==> src/rtl/pipe_ctrl_unit.sv <==
// Pipelined control unit for the five-stage MIPS core.
// Decodes the ID instruction and carries its control bundle through EX/MEM/WB.
// Detects load-use and branch/jr operand hazards and resolves jumps in ID.
module pipe_ctrl_unit #(
  parameter int unsigned REG_AW = 5
) (
  input  logic              clk,
  input  logic              rst,
  input  logic [5:0]        opcode,
  input  logic [5:0]        funct,
  input  logic [REG_AW-1:0] rs,
  input  logic [REG_AW-1:0] rt,
  input  logic [REG_AW-1:0] rd,
  input  logic              operands_eq,
  output logic              stall,
  output logic              if_flush,
  output logic [1:0]        pc_src,
  output logic              ex_alu_src,
  output logic [2:0]        ex_alu_op,
  output logic              ex_valid,
  output logic              mem_read,
  output logic              mem_write,
  output logic [REG_AW-1:0] mem_dst,
  output logic              wb_reg_write,
  output logic [1:0]        wb_mem_to_reg,
  output logic [REG_AW-1:0] wb_dst,
  output logic              illegal
);

  if (REG_AW < 5) begin : g_aw_check
    $error("pipe_ctrl_unit: REG_AW must be >= 5");
  end

  typedef enum logic [5:0] {
    OP_R    = 6'b000000,
    OP_J    = 6'b000010,
    OP_JAL  = 6'b000011,
    OP_BEQ  = 6'b000100,
    OP_JR   = 6'b000110,
    OP_ADDI = 6'b001001,
    OP_SLTI = 6'b001010,
    OP_LW   = 6'b100011,
    OP_SW   = 6'b101011
  } opcode_e;

  typedef enum logic [5:0] {
    FN_NOP = 6'b000000,
    FN_ADD = 6'b100000,
    FN_SUB = 6'b100010,
    FN_AND = 6'b100100,
    FN_OR  = 6'b100101,
    FN_SLT = 6'b101010
  } funct_e;

  typedef enum logic [2:0] {
    ALU_AND = 3'b000,
    ALU_OR  = 3'b001,
    ALU_ADD = 3'b010,
    ALU_SUB = 3'b110,
    ALU_SLT = 3'b111
  } alu_op_e;

  typedef enum logic [1:0] {
    PC_SEQ = 2'b00,
    PC_BR  = 2'b01,
    PC_JMP = 2'b10,
    PC_REG = 2'b11
  } pc_sel_e;

  typedef enum logic [1:0] {
    WB_ALU  = 2'b00,
    WB_MEM  = 2'b01,
    WB_LINK = 2'b10
  } wb_sel_e;

  typedef struct packed {
    logic              valid;
    logic              alu_src;
    logic [2:0]        alu_op;
    logic              mem_read;
    logic              mem_write;
    logic              reg_write;
    logic [1:0]        mem_to_reg;
    logic [REG_AW-1:0] dst;
  } ex_ctrl_t;

  typedef struct packed {
    logic              mem_read;
    logic              mem_write;
    logic              reg_write;
    logic [1:0]        mem_to_reg;
    logic [REG_AW-1:0] dst;
  } mem_ctrl_t;

  typedef struct packed {
    logic              reg_write;
    logic [1:0]        mem_to_reg;
    logic [REG_AW-1:0] dst;
  } wb_ctrl_t;

  ex_ctrl_t  dec;
  ex_ctrl_t  ex_q, ex_d;
  mem_ctrl_t mem_q, mem_d;
  wb_ctrl_t  wb_q, wb_d;
  logic      illegal_q, illegal_d;
  logic      uses_rs, uses_rt, is_beq, is_jr, is_jump, dec_illegal;
  logic      src_hit_ex, src_hit_mem;
  pc_sel_e   pc_sel;

  // Decode the ID instruction into its control bundle and source usage.
  always_comb begin
    dec         = '0;
    dec.valid   = 1'b1;
    uses_rs     = 1'b0;
    uses_rt     = 1'b0;
    is_beq      = 1'b0;
    is_jr       = 1'b0;
    is_jump     = 1'b0;
    dec_illegal = 1'b0;
    case (opcode)
      OP_R: begin
        uses_rs       = 1'b1;
        uses_rt       = 1'b1;
        dec.dst       = rd;
        dec.reg_write = 1'b1;
        case (funct)
          FN_ADD:  dec.alu_op = ALU_ADD;
          FN_SUB:  dec.alu_op = ALU_SUB;
          FN_AND:  dec.alu_op = ALU_AND;
          FN_OR:   dec.alu_op = ALU_OR;
          FN_SLT:  dec.alu_op = ALU_SLT;
          FN_NOP:  dec.reg_write = 1'b0;
          default: begin
            dec.reg_write = 1'b0;
            dec_illegal   = 1'b1;
          end
        endcase
      end
      OP_ADDI, OP_SLTI: begin
        uses_rs       = 1'b1;
        dec.dst       = rt;
        dec.alu_src   = 1'b1;
        dec.alu_op    = (opcode == OP_SLTI) ? ALU_SLT : ALU_ADD;
        dec.reg_write = 1'b1;
      end
      OP_LW: begin
        uses_rs        = 1'b1;
        dec.dst        = rt;
        dec.alu_src    = 1'b1;
        dec.alu_op     = ALU_ADD;
        dec.mem_read   = 1'b1;
        dec.mem_to_reg = WB_MEM;
        dec.reg_write  = 1'b1;
      end
      OP_SW: begin
        uses_rs       = 1'b1;
        uses_rt       = 1'b1;
        dec.alu_src   = 1'b1;
        dec.alu_op    = ALU_ADD;
        dec.mem_write = 1'b1;
      end
      OP_J:   is_jump = 1'b1;
      OP_JAL: begin
        is_jump        = 1'b1;
        dec.dst        = '1;
        dec.mem_to_reg = WB_LINK;
        dec.reg_write  = 1'b1;
      end
      OP_JR: begin
        uses_rs = 1'b1;
        is_jr   = 1'b1;
      end
      OP_BEQ: begin
        uses_rs = 1'b1;
        uses_rt = 1'b1;
        is_beq  = 1'b1;
      end
      default: dec_illegal = 1'b1;
    endcase
    if (dec.dst == '0) dec.reg_write = 1'b0;
  end

  // Hazard detection: register 0 never matches.
  always_comb begin
    src_hit_ex  = (uses_rs && rs != '0 && rs == ex_q.dst) ||
                  (uses_rt && rt != '0 && rt == ex_q.dst);
    src_hit_mem = (uses_rs && rs != '0 && rs == mem_q.dst) ||
                  (uses_rt && rt != '0 && rt == mem_q.dst);
    stall = (ex_q.mem_read && src_hit_ex) ||
            ((is_beq || is_jr) &&
             ((ex_q.reg_write && src_hit_ex) || (mem_q.mem_read && src_hit_mem)));
  end

  // PC select / IF flush and next-state for the pipeline registers.
  always_comb begin
    pc_sel   = PC_SEQ;
    if_flush = 1'b0;
    if (!stall) begin
      if (is_beq && operands_eq) begin
        pc_sel   = PC_BR;
        if_flush = 1'b1;
      end else if (is_jump) begin
        pc_sel   = PC_JMP;
        if_flush = 1'b1;
      end else if (is_jr) begin
        pc_sel   = PC_REG;
        if_flush = 1'b1;
      end
    end
    ex_d      = stall ? '0 : dec;
    mem_d     = '{mem_read: ex_q.mem_read, mem_write: ex_q.mem_write,
                  reg_write: ex_q.reg_write, mem_to_reg: ex_q.mem_to_reg, dst: ex_q.dst};
    wb_d      = '{reg_write: mem_q.reg_write, mem_to_reg: mem_q.mem_to_reg, dst: mem_q.dst};
    illegal_d = illegal_q | (dec_illegal & ~stall);
  end

  // Pipeline and sticky-flag registers with synchronous reset.
  always_ff @(posedge clk) begin
    if (rst) begin
      ex_q      <= '0;
      mem_q     <= '0;
      wb_q      <= '0;
      illegal_q <= 1'b0;
    end else begin
      ex_q      <= ex_d;
      mem_q     <= mem_d;
      wb_q      <= wb_d;
      illegal_q <= illegal_d;
    end
  end

  assign pc_src        = pc_sel;
  assign ex_alu_src    = ex_q.alu_src;
  assign ex_alu_op     = ex_q.alu_op;
  assign ex_valid      = ex_q.valid;
  assign mem_read      = mem_q.mem_read;
  assign mem_write     = mem_q.mem_write;
  assign mem_dst       = mem_q.dst;
  assign wb_reg_write  = wb_q.reg_write;
  assign wb_mem_to_reg = wb_q.mem_to_reg;
  assign wb_dst        = wb_q.dst;
  assign illegal       = illegal_q;

endmodule

==> config.mk <==
export PLATFORM = sky130hd
export DESIGN_NAME = pipe_ctrl_unit
export DESIGN_NICKNAME = d
export VERILOG_FILES = /design/src/rtl/pipe_ctrl_unit.sv
export SDC_FILE = /design/constraint.sdc
export NUM_CORES = 1
export LEC_CHECK = 0
export CAP_MARGIN = 25
export CORE_MARGIN = 2
export CORE_UTILIZATION = 40
export CTS_CLUSTER_SIZE = 28
export DETAILED_ROUTE_END_ITERATION = 6
export DONT_BUFFER_PORTS = 1
export MAX_ROUTING_LAYER = met4
export PLACE_DENSITY = 0.5
export SLEW_MARGIN = 20
export SYNTH_ARGS = -nofsm -noshare
export SYNTH_HDL_FRONTEND = slang
export SYNTH_SLANG_ARGS = --single-unit
export TNS_END_PERCENT = 1
==> constraint.sdc <==
create_clock -name clk -period 2.6 [get_ports clk]
set_clock_uncertainty 0.1 [all_clocks]
set_input_delay 0.52 -clock clk [delete_from_list [all_inputs] [get_ports clk]]
set_output_delay 0.52 -clock clk [all_outputs]
set_load 0.05 [all_outputs]
* Word-level counts from Yosys, hierarchy flattened
Cells that the tools add are included.
** Word-level totals
- Bits in registers :: 34
- Bits of input ports :: 30
- Output and inout bits :: 25
- Word-level logic and storage cells :: 98
** Operators by class
- Equality and inequality tests :: 17
- Multiplexer cells :: 27
- Bitwise logic cells :: 3
- Reductions and logical operators :: 34
** Operator list (number)
- $eq A6 B6 Y1 const B :: 7
- $eq A5 B5 Y1 :: 4
- $mux W1 :: 15
- $mux W15 :: 1
- $pmux W5 S3 :: 1
- $eq A6 B2 Y1 const B :: 2
- $eq A6 B3 Y1 const B :: 2
- $eq A6 B4 Y1 const B :: 2
- $logic_not A6 Y1 :: 2
- $pmux W3 S4 :: 1
- $logic_and A1 B1 Y1 :: 11
- $reduce_bool A5 Y1 :: 2
- $pmux W3 S3 :: 1
- $reduce_or A3 Y1 :: 3
- $mux W2 :: 4
- $reduce_or A2 Y1 :: 4
- $reduce_or A4 Y1 :: 2
- $reduce_or A8 Y1 :: 1
- $reduce_or A7 Y1 :: 1
- $reduce_or A6 Y1 :: 1
- $logic_not A5 Y1 :: 1
- $logic_or A1 B1 Y1 :: 5
- $reduce_or A5 Y1 :: 1
- $pmux W1 S2 :: 2
- 5 further kinds :: 5

* Depth between registers and ports, before layout
Gate-level depths: netlist of run 1.
- Depth after elaboration :: 13
- Gate-level depth with buffers :: 8
- Mapped depth without buffers :: 6

* Worst setup path before layout of run 1
No wires, ideal clock.
- Kind :: input to output
- Start :: input port rt[1]
- End :: output port if_flush
- Arrival time :: 2.944 ns
- Data required time :: 1.980 ns
- Path slack :: -0.964 ns
- Stages on the path :: 6
- Path buffers :: 0
- Cells stage by stage :: or4_4 -> o21bai_4 -> nor4_1 -> a31oi_2 -> o22ai_2 -> a2111oi_2
** On the way
- Cells in the longest elaborated chain, start to end :: 9
- Elaborated cells between the ends (all ways) :: 15
- Those cells by class :: 2 x eq/ne; 1 x mux; 12 x reduce/logical
** Ends and longest elaborated chain
- from (decl) :: line 12 : input logic [REG_AW-1:0] rt,
- $reduce_bool A5 Y1 :: line 186, 188
- $logic_and A1 B1 Y1 :: line 186, 188
- $logic_and A1 B1 Y1 (on tied branches) :: line 186, 188
- $logic_or A1 B1 Y1 (on tied branches) :: line 185, 187
- $logic_and A1 B1 Y1 :: line 191 : ((ex_q.reg_write && src_hit_ex) || (mem_q.mem_read && src_hit_mem)));
- $logic_or A1 B1 Y1 :: line 191
- $logic_and A1 B1 Y1 :: line 190 : ((is_beq || is_jr) &&
- $logic_or A1 B1 Y1 (*) :: line 189 : stall = (ex_q.mem_read && src_hit_ex) ||
- net stall :: line 15 : output logic stall,
- $mux W1 (*) :: line 198 : if (!stall) begin
- to (decl) :: line 16 : output logic if_flush,
The timed path passes the listed nets; every way through them passes the cells marked *.

* Worst setup path after layout of run 1
- Start :: input port rt[1]
- End :: output port if_flush
** On the way
- Cells in the longest elaborated chain, start to end :: 9
- Elaborated cells between the ends (all ways) :: 15
- Those cells by class :: 2 x eq/ne; 1 x mux; 12 x reduce/logical
** Ends and longest elaborated chain (line)
- $reduce_bool A5 Y1 :: 186, 188
- $logic_and A1 B1 Y1 :: 186, 188
- $logic_and A1 B1 Y1 (on tied branches) :: 186, 188
- $logic_or A1 B1 Y1 (on tied branches) :: 185, 187
- $logic_and A1 B1 Y1 :: 191
- $logic_or A1 B1 Y1 :: 191
- $logic_and A1 B1 Y1 :: 190
- $logic_or A1 B1 Y1 (*) :: 189
- $mux W1 (*) :: 198
Mark *: on every way between the ends. The rest lies on a longest branch, timed or not.

==> impl_metrics.env, run 1 <==
export IMPL_cp_endpoint="if_flush"
export IMPL_status="finished, violations left"
export IMPL_setup_viol=3
export IMPL_synth_cells=192
export IMPL_wl_um=4048
export IMPL_drv_cap=0
export IMPL_cts_max_level=2
export IMPL_grt_pass1_vias=1398
export IMPL_die_width_um=69.70
export IMPL_clkSlewWorstSetupHoldPaths_ns=0.07
export IMPL_final_fill_count=411
export IMPL_p_leak_nw=0.6792
export IMPL_ys_types=48
export IMPL_ys_async_sr_fraction_pct=0
export IMPL_die_h_um=69.70
export IMPL_grtUsageTotal_pct=18.00
export IMPL_place_ws_ns=-0.1968
export IMPL_avgSynthCellArea_um2=8.993
export IMPL_routedWlPerCell_um=15.94
export IMPL_required_ns=1.98
export IMPL_drt_iter0_drc=78
export IMPL_cts_hold_buf=0
export IMPL_path_class="in -> out"
export IMPL_worstPathArrival_ns=2.13
export IMPL_clock_latency_ns=0.28
export IMPL_synth_edff_count=0
export IMPL_antenna_found_initial=0
export IMPL_fin_nets=233
export IMPL_root_buffer="clkbuf_8"
export IMPL_std_cell_rows=23
export IMPL_crit_path_max_fanout=4
export IMPL_grt_pass1_wl_um=6906
export IMPL_syn_nets=222
export IMPL_fin_ws_ns=-0.1454
export IMPL_top_register="ex_q"
export IMPL_ant_nets=0
export IMPL_n_antenna_cell=0
export IMPL_hold_viol=0
export IMPL_synth_seq_cells=32
export IMPL_hold_class="in -> reg"
export IMPL_dr_pass1_iters=4
export IMPL_rrSetupSlack_ns=0.33
export IMPL_dieArea_um2=4858
export IMPL_ys_warn_count=0
export IMPL_numCtsBuffers=5
export IMPL_dp_hpwl_um=3134
export IMPL_synthTopCellsByCount="32 x dfxtp_1, 16 x xnor2_1, 15 x nor2b_1"
export IMPL_period_share_pct=105.6
export IMPL_clock_path_buffers=2
export IMPL_gp_congestion=0.8498
export IMPL_yosysMostFrequentCell="dfxtp_1"
export IMPL_largest_reg_flops=9
export IMPL_final_min_clock_period_ns=2.745
export IMPL_whs_path_depth=1
export IMPL_grt_max_degree=20
export IMPL_power_density_nw_per_um2=535.1
export IMPL_seq_area_frac_synth_pct=37.10
export IMPL_start_kind="primary input"
export IMPL_tns_ns=-0.3482
export IMPL_yosysTopAreaCellShare_pct=37.10
export IMPL_drive_above_1_share_pct=25.49
export IMPL_setup_worst_path_start="rt[1]"
export IMPL_worstSetupEndpointType="output pin"
export IMPL_ir_worst_vdd_mv=0.3924
export IMPL_drcViolationCount=0
export IMPL_synthTopCellsByArea="dfxtp_1 37%, xnor2_1 8.1%, nor2b_1 5.4%"
export IMPL_rr_startpoint="ex_q[0]$_SDFF_PP0_"
export IMPL_synthesis_area_um2=1727
export IMPL_synth_ff_type="dfxtp_1"
export IMPL_r2r_end="ex_q[0]$_SDFF_PP0_"
export IMPL_coreArea_um2=4086
export IMPL_gr_total_overflow=0
export IMPL_tightest_slew_ns=0.5013
export IMPL_fmax_mhz=364.2
export IMPL_r2r_worst_path_cells=10
export IMPL_areaGrowthSynthToFinish_pct=16.09
export IMPL_rsz0062_at_grt="true"
export IMPL_vias=1396
export IMPL_initial_core_util_pct=42.25
export IMPL_pin_count=55
export IMPL_slew_viol_final=0
export IMPL_vias_per_cell=5.496
export IMPL_maxSlewHeadroom_pct=66.53
export IMPL_yosysTopAreaCell="dfxtp_1"
export IMPL_violations="negative setup slack"
export IMPL_cts_sinks=32
export IMPL_cts_tree="done"
export IMPL_io_buffers=0
## metrics by stage
stage	std cells	cell area (um2)	hold WS (ns)	util (%)	power [W]
6_report	254	2004	0.2020	49.05	0.001072
5_1_grt	254	2004	0.1881	49.05	0.001109
4_1_cts	254	1989	0.1911	48.68	0.001081
3_5_place_dp	245	1868	0.3272	45.71	0.0006184
3_3_place_gp	245	1868	0.3159	45.71	0.0006173
2_1_floorplan	192	1750	0.3138	-	0.0006127
## how the worst min path moves through the flow
stage | slack (ns) | startpoint | endpoint
finish | 0.20 | rst | mem_q[7]$_SDFF_PP0_
global route | 0.19 | rst | mem_dst[4]$_SDFF_PP0_
CTS | 0.19 | rst | mem_q[7]$_SDFF_PP0_
detailed placement | 0.33 | mem_q[6]$_SDFF_PP0_ | wb_mem_to_reg[1]$_SDFF_PP0_
global placement | 0.32 | ex_q[6]$_SDFF_PP0_ | mem_q[6]$_SDFF_PP0_
floorplan | 0.31 | ex_q[6]$_SDFF_PP0_ | mem_q[6]$_SDFF_PP0_
## what timing repair did
item                                    4_1_cts  5_1_grt
pin swaps                                     1        0
gates resized for setup                       1        3
buffers inserted                              1        0
endpoints found under the setup margin        4        4
## cell usage in the layout, fill, tap and decap left out, types with 2 or more instances in the layout
cell type / netlist / layout
dfxtp_1: 32 / 32
xnor2_1: 16 / 16
nor2b_1: 15 / 15
buf_4: 9 / 15
nor2_1: 12 / 12
nand2_1: 9 / 9
nand3_1: 9 / 9
a21oi_1: 9 / 8
o21ai_0: 7 / 7
nor2_2: 7 / 7
a221oi_1: 6 / 6
inv_1: 6 / 6
xor2_1: 5 / 5
clkbuf_8: 1 / 5
nor3_1: 5 / 4
nor4_1: 5 / 4
a21oi_2: 2 / 3
buf_12: 0 / 3
nand2b_1: 2 / 2
nor4_2: 1 / 2
a31oi_2: 2 / 2
o221ai_2: 1 / 2
and2_0: 2 / 2
o31ai_1: 2 / 2
## metal layers
metal	up-vias	routed length (um)	GRT usage, %	share of wire (%)
li1	684	-	-	-
met1	648	1844	22.86	46
met2	60	1883	27.46	47
met3	4	287	5.669	7.1
met4	0	32	5.556	0.79
met5	-	0	-	0
## critical path, cell delays in order
cell	delay (ns)
or4_4	0.54
o21bai_4	0.14
nor4_1	0.08
a31oi_2	0.15
buf_4	0.17
o22ai_4	0.09
a2111oi_4	0.25
buf_12	0.18
## cells by family (layout without fill, tap and decap cells)
family / after synthesis / in the layout / share of synthesized area (%)
flops: 32 / 32 / 37.10
compound gates: 38 / 38 / 17.68
simple gates: 78 / 78 / 25.65
xor+xnor: 21 / 21 / 10.65
buf+inv: 22 / 34 / 8.332
mux: 1 / 1 / 0.5797
## final cells by class
class	instances	area (um2)	share of cell area, %
inverters	7	26.28	1.311
well taps	50	62.56	3.121
flip-flops and latches	32	640.6	31.96
clock inverters	2	35.03	1.748
clock buffers	6	72.57	3.620
multi-input cells	138	983.4	49.06
repair buffers	19	183.9	9.176
## where the power goes
group          internal, W  switching (W)   total, W
clock             0.000284       0.000179   0.000463
sequential        0.000497      0.0000182   0.000515
combinational    0.0000482      0.0000461  0.0000943
total             0.000829       0.000243    0.00107
Note: power is estimated with default switching activity, not from simulation.
==> inputs of run 2 (changes only) <==
==> constraint.sdc (replaced) <==
create_clock -name clk -period 3.5 [get_ports clk]
set_clock_uncertainty 0.1 [all_clocks]
set_input_delay 0.7 -clock clk [delete_from_list [all_inputs] [get_ports clk]]
set_output_delay 0.7 -clock clk [all_outputs]
set_load 0.05 [all_outputs]
==> impl_metrics.env, run 2 (synthesized netlist as in run 1, its figures left out) <==
export IMPL_gp_congestion=0.8471
export IMPL_vias_per_cell=5.486
export IMPL_io_buffers=0
export IMPL_antenna_found_initial=0
export IMPL_hold_class="reg -> reg"
export IMPL_final_cell_mix="32 x dfxtp_1, 16 x xnor2_1, 15 x nor2b_1"
export IMPL_final_fill_count=414
export IMPL_dp_cells=237
export IMPL_ant_nets=0
export IMPL_worstSetupEndpointType="output pin"
export IMPL_wl_um=3849
export IMPL_crit_path_max_fanout=5
export IMPL_grt_pass1_vias=1356
export IMPL_instances_no_fill=245
export IMPL_coreArea_um2=4086
export IMPL_seqCellArea_um2=640.6
export IMPL_fmax_mhz=316.4
export IMPL_placed_area_um2=1772
export IMPL_tns_ns=0
export IMPL_place_ws_ns=0.3349
export IMPL_numCtsBuffers=5
export IMPL_holdWs_ns=0.3355
export IMPL_clock_path_buffers=2
export IMPL_clock_latency_ns=0.28
export IMPL_grtUsageTotal_pct=16.71
export IMPL_status="complete, no violations"
export IMPL_period_share_pct=90.30
export IMPL_maxSlewHeadroom_pct=62.41
export IMPL_areaGrowthSynthToFinish_pct=8.840
export IMPL_dp_hpwl_um=3042
export IMPL_root_buffer="clkbuf_8"
export IMPL_slew_viol_final=0
export IMPL_cts_max_level=2
export IMPL_clkSlewWorstSetupHoldPaths_ns=0.07
export IMPL_n_antenna_cell=0
export IMPL_p_leak_nw=0.6290
export IMPL_gr_total_overflow=0
export IMPL_drive_above_1_share_pct=20.00
export IMPL_rrSetupSlack_ns=1.20
export IMPL_required_ns=2.70
export IMPL_initial_core_util_pct=42.25
export IMPL_final_min_clock_period_ns=3.160
export IMPL_dieArea_um2=4858
export IMPL_grt_pass1_wl_um=6334
export IMPL_grt_max_degree=20
export IMPL_path_class="in -> out"
export IMPL_cts_resized=0
export IMPL_die_width_um=69.70
export IMPL_top_register="ex_q"
export IMPL_dr_pass1_iters=4
export IMPL_worstPathArrival_ns=2.36
export IMPL_rsz0062_at_grt="false"
export IMPL_fin_ws_ns=0.3396
export IMPL_start_kind="primary input"
export IMPL_tightest_slew_ns=0.5631
export IMPL_drt_iter0_drc=81
export IMPL_multi_input_area_um2=954.7
export IMPL_cts_hold_buf=0
export IMPL_setup_viol=0
export IMPL_cts_sinks=32
export IMPL_pin_count=55
export IMPL_cts_tree="done"
export IMPL_std_cell_rows=23
export IMPL_drv_cap=0
export IMPL_drcViolationCount=0
export IMPL_routedWlPerCell_um=15.71
export IMPL_fin_nets=224
export IMPL_hold_viol=0
export IMPL_vias=1344
export IMPL_largest_reg_flops=9
export IMPL_die_h_um=69.70
export IMPL_post_cts_buffers=0
export IMPL_ir_worst_vdd_mv=0.1866
export IMPL_power_density_nw_per_um2=419.6
export IMPL_final_common_cell="dfxtp_1"
export IMPL_design_area_um2=1879
## run 2: changes by cell type in the layout (fill, tap and decap cells not counted), sizes merged
| cell | change |
|---|---|
| buf | -9 |
## run 2: routing by layer
layer,share of wire [%],GRT usage [%],up-vias,wire [um]
li1,-,-,667,-
met1,45,20.94,616,1747
met2,46,25.32,57,1786
met3,7.3,5.378,4,281
met4,0.86,5.983,0,33
met5,0,-,-,0
## run 2: critical path, stage by stage
cell and delay, ns:
or4_4 0.54, o21bai_4 0.13, nor4_1 0.08, a31oi_2 0.29
o22ai_2 0.17, a2111oi_4 0.26, buf_12 0.18
## run 2: final cells by class
type / count / area share [%]
Sequential cell: 32 / 34.09
Inverter: 7 / 1.398
Tap cell: 50 / 3.329
Clock buffer: 6 / 3.862
Clock inverter: 2 / 1.864
Multi-Input combinational cell: 138 / 50.80
Timing Repair Buffer: 10 / 4.660
## run 2: metrics by stage
stage | power (W) | util (%)
final | 0.0007886 | 45.99
after global routing | 0.0008175 | 45.99
after CTS | 0.0008000 | 45.99
after detailed placement | 0.0004535 | 43.36
after global placement | 0.0004526 | 43.36
after floorplan | 0.0004547 | -
## run 2: path summary, 6_finish.rpt
| check | startpoint | endpoint | cells past startpoint |
|---|---|---|---|
| worst max-delay path | rt[1] | if_flush | 7 |
| worst min-delay path | mem_q[7]$_SDFF_PP0_ | wb_reg_write$_SDFF_PP0_ | 1 |
| worst max register to register | mem_dst[0]$_SDFF_PP0_ | ex_q[3]$_SDFF_PP0_ | 8 |
| worst min register to register | mem_q[7]$_SDFF_PP0_ | wb_reg_write$_SDFF_PP0_ | 1 |
## run 2: power by group
| group | leakage (nW) | internal [W] | switching [W] |
|---|---|---|---|
| logic | 0.315 | 0.0000305 | 0.0000318 |
| clock network | 0.0552 | 0.000211 | 0.000133 |
| registers | 0.259 | 0.000369 | 0.0000136 |
| total | 0.629 | 0.000611 | 0.000178 |
